## config.mk

```make
export PLATFORM = sky130hd
export DESIGN_NAME = display_scan
export DESIGN_NICKNAME = d
export VERILOG_FILES = /design/src/rtl/display_scan.sv
export SDC_FILE = /design/constraint.sdc
export NUM_CORES = 1
export LEC_CHECK = 0
export BUFFER_PORTS_ARGS = -buffer_cell sky130_fd_sc_hd__buf_2
export CORE_MARGIN = 1
export CORE_UTILIZATION = 55
export CTS_CLUSTER_SIZE = 20
export DETAILED_ROUTE_END_ITERATION = 6
export PLACE_DENSITY = 0.75
export SYNTH_ARGS = -nofsm -noshare
export SYNTH_HDL_FRONTEND = slang
export SYNTH_SLANG_ARGS = --single-unit
export TNS_END_PERCENT = 5
```

## constraint.sdc

```tcl
create_clock -name clk -period 3.3 [get_ports clk]
set_clock_uncertainty 0.05 [all_clocks]
set_input_delay 0.66 -clock clk [delete_from_list [all_inputs] [get_ports clk]]
set_output_delay 0.66 -clock clk [all_outputs]
set_load 0.02 [all_outputs]
```

## src/rtl/display_scan.sv

```systemverilog
// display_scan: time-multiplexed digit scan for a 4-bit-to-7-segment converter.
// Double-buffered code bank; shadow writes commit to the displayed bank at frame end.
// Ports:
//   clk         system clock
//   rst         synchronous reset, active low
//   wr_en       shadow write strobe
//   wr_addr     digit index to write (out-of-range indices are ignored)
//   wr_data     4-bit code to store
//   blank_mask  bit i = 1 keeps digit i dark for its whole slot
//   number      code of the digit in the current slot
//   digit_sel   active-low digit enables, at most one low
//   frame_tick  one-cycle pulse on the last cycle of each frame
module display_scan #(
  parameter int NDIG     = 4,
  parameter int SCAN_DIV = 50000,
  parameter int BLANK    = 1000,
  parameter int AW       = $clog2(NDIG)
) (
  input  logic            clk,
  input  logic            rst,
  input  logic            wr_en,
  input  logic [AW-1:0]   wr_addr,
  input  logic [3:0]      wr_data,
  input  logic [NDIG-1:0] blank_mask,
  output logic [3:0]      number,
  output logic [NDIG-1:0] digit_sel,
  output logic            frame_tick
);

  localparam int PW = (SCAN_DIV > 1) ? $clog2(SCAN_DIV) : 1;

  localparam logic [PW-1:0] LP_PMAX  = PW'(SCAN_DIV - 1);
  localparam logic [PW-1:0] LP_BLANK = PW'(BLANK);
  localparam logic [AW-1:0] LP_IMAX  = AW'(NDIG - 1);
  localparam logic [AW:0]   LP_NDIG  = (AW + 1)'(NDIG);

  logic [PW-1:0]         r_pre;
  logic [AW-1:0]         r_idx;
  logic [NDIG-1:0][3:0]  r_shadow;
  logic [NDIG-1:0][3:0]  r_active;

  logic                  w_pre_wrap;
  logic                  w_tick;
  logic                  w_wr_ok;
  logic                  w_dark;
  logic [PW-1:0]         w_pre_nxt;
  logic [AW-1:0]         w_idx_nxt;

  // state register
  always_ff @(posedge clk) begin
    if (!rst) begin
      r_pre    <= '0;
      r_idx    <= '0;
      r_shadow <= '0;
      r_active <= '0;
    end else begin
      r_pre <= w_pre_nxt;
      r_idx <= w_idx_nxt;
      // commit reads the pre-edge shadow, so a same-edge write waits a frame
      if (w_tick)
        r_active <= r_shadow;
      if (w_wr_ok)
        r_shadow[wr_addr] <= wr_data;
    end
  end

  // next-state logic
  always_comb begin
    w_pre_wrap = (r_pre == LP_PMAX);
    w_tick     = w_pre_wrap && (r_idx == LP_IMAX);
    w_pre_nxt  = w_pre_wrap ? '0 : r_pre + PW'(1);
    w_idx_nxt  = r_idx;
    if (w_pre_wrap)
      w_idx_nxt = (r_idx == LP_IMAX) ? '0 : r_idx + AW'(1);
    w_wr_ok    = wr_en && ({1'b0, wr_addr} < LP_NDIG);
  end

  // output decode
  always_comb begin
    w_dark     = (r_pre < LP_BLANK) || blank_mask[r_idx];
    number     = r_active[r_idx];
    digit_sel  = '1;
    frame_tick = w_tick;
    if (!w_dark)
      digit_sel[r_idx] = 1'b0;
    // hold the outputs quiet for the whole time reset is asserted,
    // including the cycle before the first reset edge
    if (!rst) begin
      number     = '0;
      digit_sel  = '1;
      frame_tick = 1'b0;
    end
  end

endmodule

```

==> flow_metrics.py <==
metrics = {
    "floorplanning": {
        "start_util_pct": 58.66,
        "dieHeight_microns": 65.19,
        "std_cell_rows": 22,
        "pin_count": 22,
        "core_sq_mm": 0.003744,
        "die_x_microns": 65.19,
        "die-area_sq_mm": 0.004249,
    },
    "timing": {
        "slew_headroom_pct": 57.41,
        "worst_pin_slew_ns": 0.6388,
        "fin_crit_sh_pct": 81.97,
        "timing.final.ws_setup_ns": 0.5951,
        "final-max-slew-violation-count": 0,
        "hold_viol_final": 0,
        "setup_viol": 0,
        "rsz0062_at_grt": "false",
        "setup-tns-final_ns": 0,
        "period_needed_ns": 2.705,
        "fmax_ghz": 0.3697,
    },
    "detailed_routing": {
        "drt-total-wl_microns": 4198,
        "drt_iter0_drc": 80,
        "post_drt_wl_per_cell_microns": 15.21,
        "firstDrtPassIters": 4,
        "post-route-drc-count": 0,
        "vias": 1546,
        "postRouteAntennaNets": 0,
        "via_per_inst": 5.601,
    },
    "pwr": {
        "seqPwrFrac_pct": 56.1,
        "clockPowerShare_pct": 39.5,
        "p_sw_uw": 227.7,
        "power_density_mw_per_mm2": 453.8,
        "p_int_uw": 877.3,
        "power.share.switching_pct": 20.61,
        "p_comb_share_pct": 4.4,
        "p_leak_uw": 0.0009469,
        "peakVddDrop_uv": 334.8,
    },
    "placed_design": {
        "hpwl_microns": 2913,
        "port_buffers": 21,
        "placedInstanceArea_sq_mm": 0.002322,
        "place.gp.congestion": 0.8210,
        "pre_cts_slack_ns": 0.8691,
    },
    "logic_synthesis": {
        "synthAdderAreaFrac_pct": 2.849,
        "syn_area_sq_mm": 0.002196,
        "synth_top_family_by_area": "simple AND/OR/NAND/NOR gates",
        "syn_inst": 206,
        "synth_compound_area_share_pct": 7.806,
        "ys_ff_latch": 50,
        "synth_edf_count": 0,
        "synth_xor_area_share_pct": 5.584,
        "syn_area_per_cell_sq_um": 10.66,
        "yosysSeqAreaShare_pct": 45.58,
        "syn_nets": 224,
        "synth_flop_cell": "dfxtp_1",
        "synth_mux_area_share_pct": 12.88,
        "yosys_warnings": 0,
        "async_flop_share_pct": 0,
        "yosysUniqueCellTypes": 33,
        "synthSimpleGateAreaFrac_pct": 21.82,
    },
    "layout": {
        "regArea_sq_mm": 0.001001,
        "diodes": 0,
        "multi_input_area_sq_mm": 0.001119,
        "fin_nets": 246,
        "layout_commonest_cell": "dfxtp_1",
        "fin_area_sq_mm": 0.002435,
        "final_cell_mix": "50 x dfxtp_1, 21 x buf_2, 19 x nor2_1, 17 x mux2i_1, 17 x nor2b_1",
        "finalCoreUtilization_pct": 65.04,
        "syn2layout_area_growth_pct": 10.88,
        "drive_above_1_share_pct": 18.42,
        "fill_cells": 338,
    },
    "grt": {
        "grt_pass1_vias": 1559,
        "grt_max_degree": 28,
        "gr-total-overflow": 0,
        "grt_pass1_wl_microns": 7189,
        "grt_usage_pct": 22.04,
        "grt_antenna_before_repair": 0,
    },
    "setup_path": {
        "startpoint_type": "register",
        "setup.worst_path.class": "reg -> out",
        "r2r_slack_ns": 1.34,
        "crit_arrival_ns": 1.99,
        "end_kind": "primary output",
        "worstPathRequired_ns": 2.59,
        "worstPathMaxFanout": 9,
    },
    "clocking": {
        "cts_setup_buffers": 0,
        "cts_buffer_depth": 2,
        "cts_buffers": 5,
        "cts_num_sinks": 50,
        "cts.repair.resized": 0,
        "htreeDepth": 2,
        "clk_latency_ns": 0.30,
        "postCtsHoldBufs": 0,
        "tritoncts": "yes",
        "clk_pin_slew_ns": 0.09,
        "cts_root_buf": "clkbuf_8",
    },
    "run": {
        "cap_violations": 0,
    },
    "outcome": {
        "status": "finished clean",
    },
    "min_path": {
        "hold_path_class": "reg -> reg",
    },
}
[sequential cells by signal (all words and copies together) (netlist names)]
signal	count
r_pre	16
r_shadow	16
r_active	16
r_idx	2
[cell type report]
cell class	count	area share, %
inverters	6	0.9250
well taps	48	2.467
repair buffers	23	4.933
clock inverters	1	1.233
multi-input cells	142	45.94
clock buffers	6	3.392
flip-flops and latches	50	41.11
[cell usage after synthesis (2+ instances only)]
| library cell | number | area, sq um |
|---|---|---|
| xor2_1 | 2 | 17.52 |
| nor3_1 | 3 | 15.01 |
| mux2i_1 | 17 | 170.2 |
| mux4_2 | 5 | 112.6 |
| and3_1 | 2 | 12.51 |
| nor3b_2 | 2 | 25.02 |
| a22o_1 | 16 | 140.1 |
| nand3b_1 | 2 | 15.01 |
| dfxtp_1 | 50 | 1001 |
| ha_1 | 5 | 62.56 |
| nand3_1 | 5 | 25.02 |
| clkbuf_1 | 4 | 15.01 |
| nand4_1 | 6 | 37.54 |
| nand2_1 | 10 | 37.54 |
| xnor2_1 | 12 | 105.1 |
| nor2_1 | 19 | 71.32 |
| nor2b_1 | 17 | 106.4 |
| and2_1 | 6 | 37.54 |
| inv_1 | 6 | 22.52 |
| nor4_1 | 4 | 25.02 |
[path summary, 6_finish.rpt]
path / from / to / cells after the start
min reg2reg: r_active[8] / r_active[8] / 1
max: r_pre[5] / digit_sel[3] / 5
min: r_active[8] / r_active[8] / 1
max reg2reg: r_pre[0] / r_active[12] / 5
[power groups by stage]
stage	Sequential [uW]	Combinational, uW	Clock (uW)
2_1_floorplan	632	34.2	0
3_3_place_gp	633	46.5	0
3_5_place_dp	634	48.8	0
4_1_cts	620	49.2	439
5_1_grt	621	53.4	465
6_report	620	48.9	436
[metrics by stage]
stage | power (uW) | instances | hold WS [ns]
after CTS | 1108 | 276 | 0.4279
final | 1105 | 276 | 0.4230
after detailed placement | 682.8 | 269 | 0.4015
after global placement | 679.9 | 269 | 0.4036
after global routing | 1140 | 276 | 0.4482
after floorplan | 666.3 | 206 | 0.3869
[layer usage]
layer  GRT usage, %  vias to the layer above  routed length [microns]
met5              0                        -                        0
met4          6.522                        0                       34
met3          4.167                        5                      125
met2          37.24                       29                     2002
met1          28.41                      744                     2036
li1               -                      768                        -
[cells by family (layout without fill, tap and decap cells)]
logic type	count (synthesis)	in the layout
flip-flops	50	50
AO/OA/AOI/OAI	20	20
XOR/XNOR	14	14
multiplexers	22	22
buffers and inverters	14	36
adder cells (fa/ha/maj)	5	5
AND/OR/NAND/NOR	81	81
[critical path, cell delays in order (launching register included)]
cell and delay, ns:
dfxtp_1 0.42, nand3_1 0.31, o311a_1 0.46, nor3b_2 0.27, nand2_1 0.08, buf_2 0.16
No activity file was read; power rests on OpenSTA's default activity.
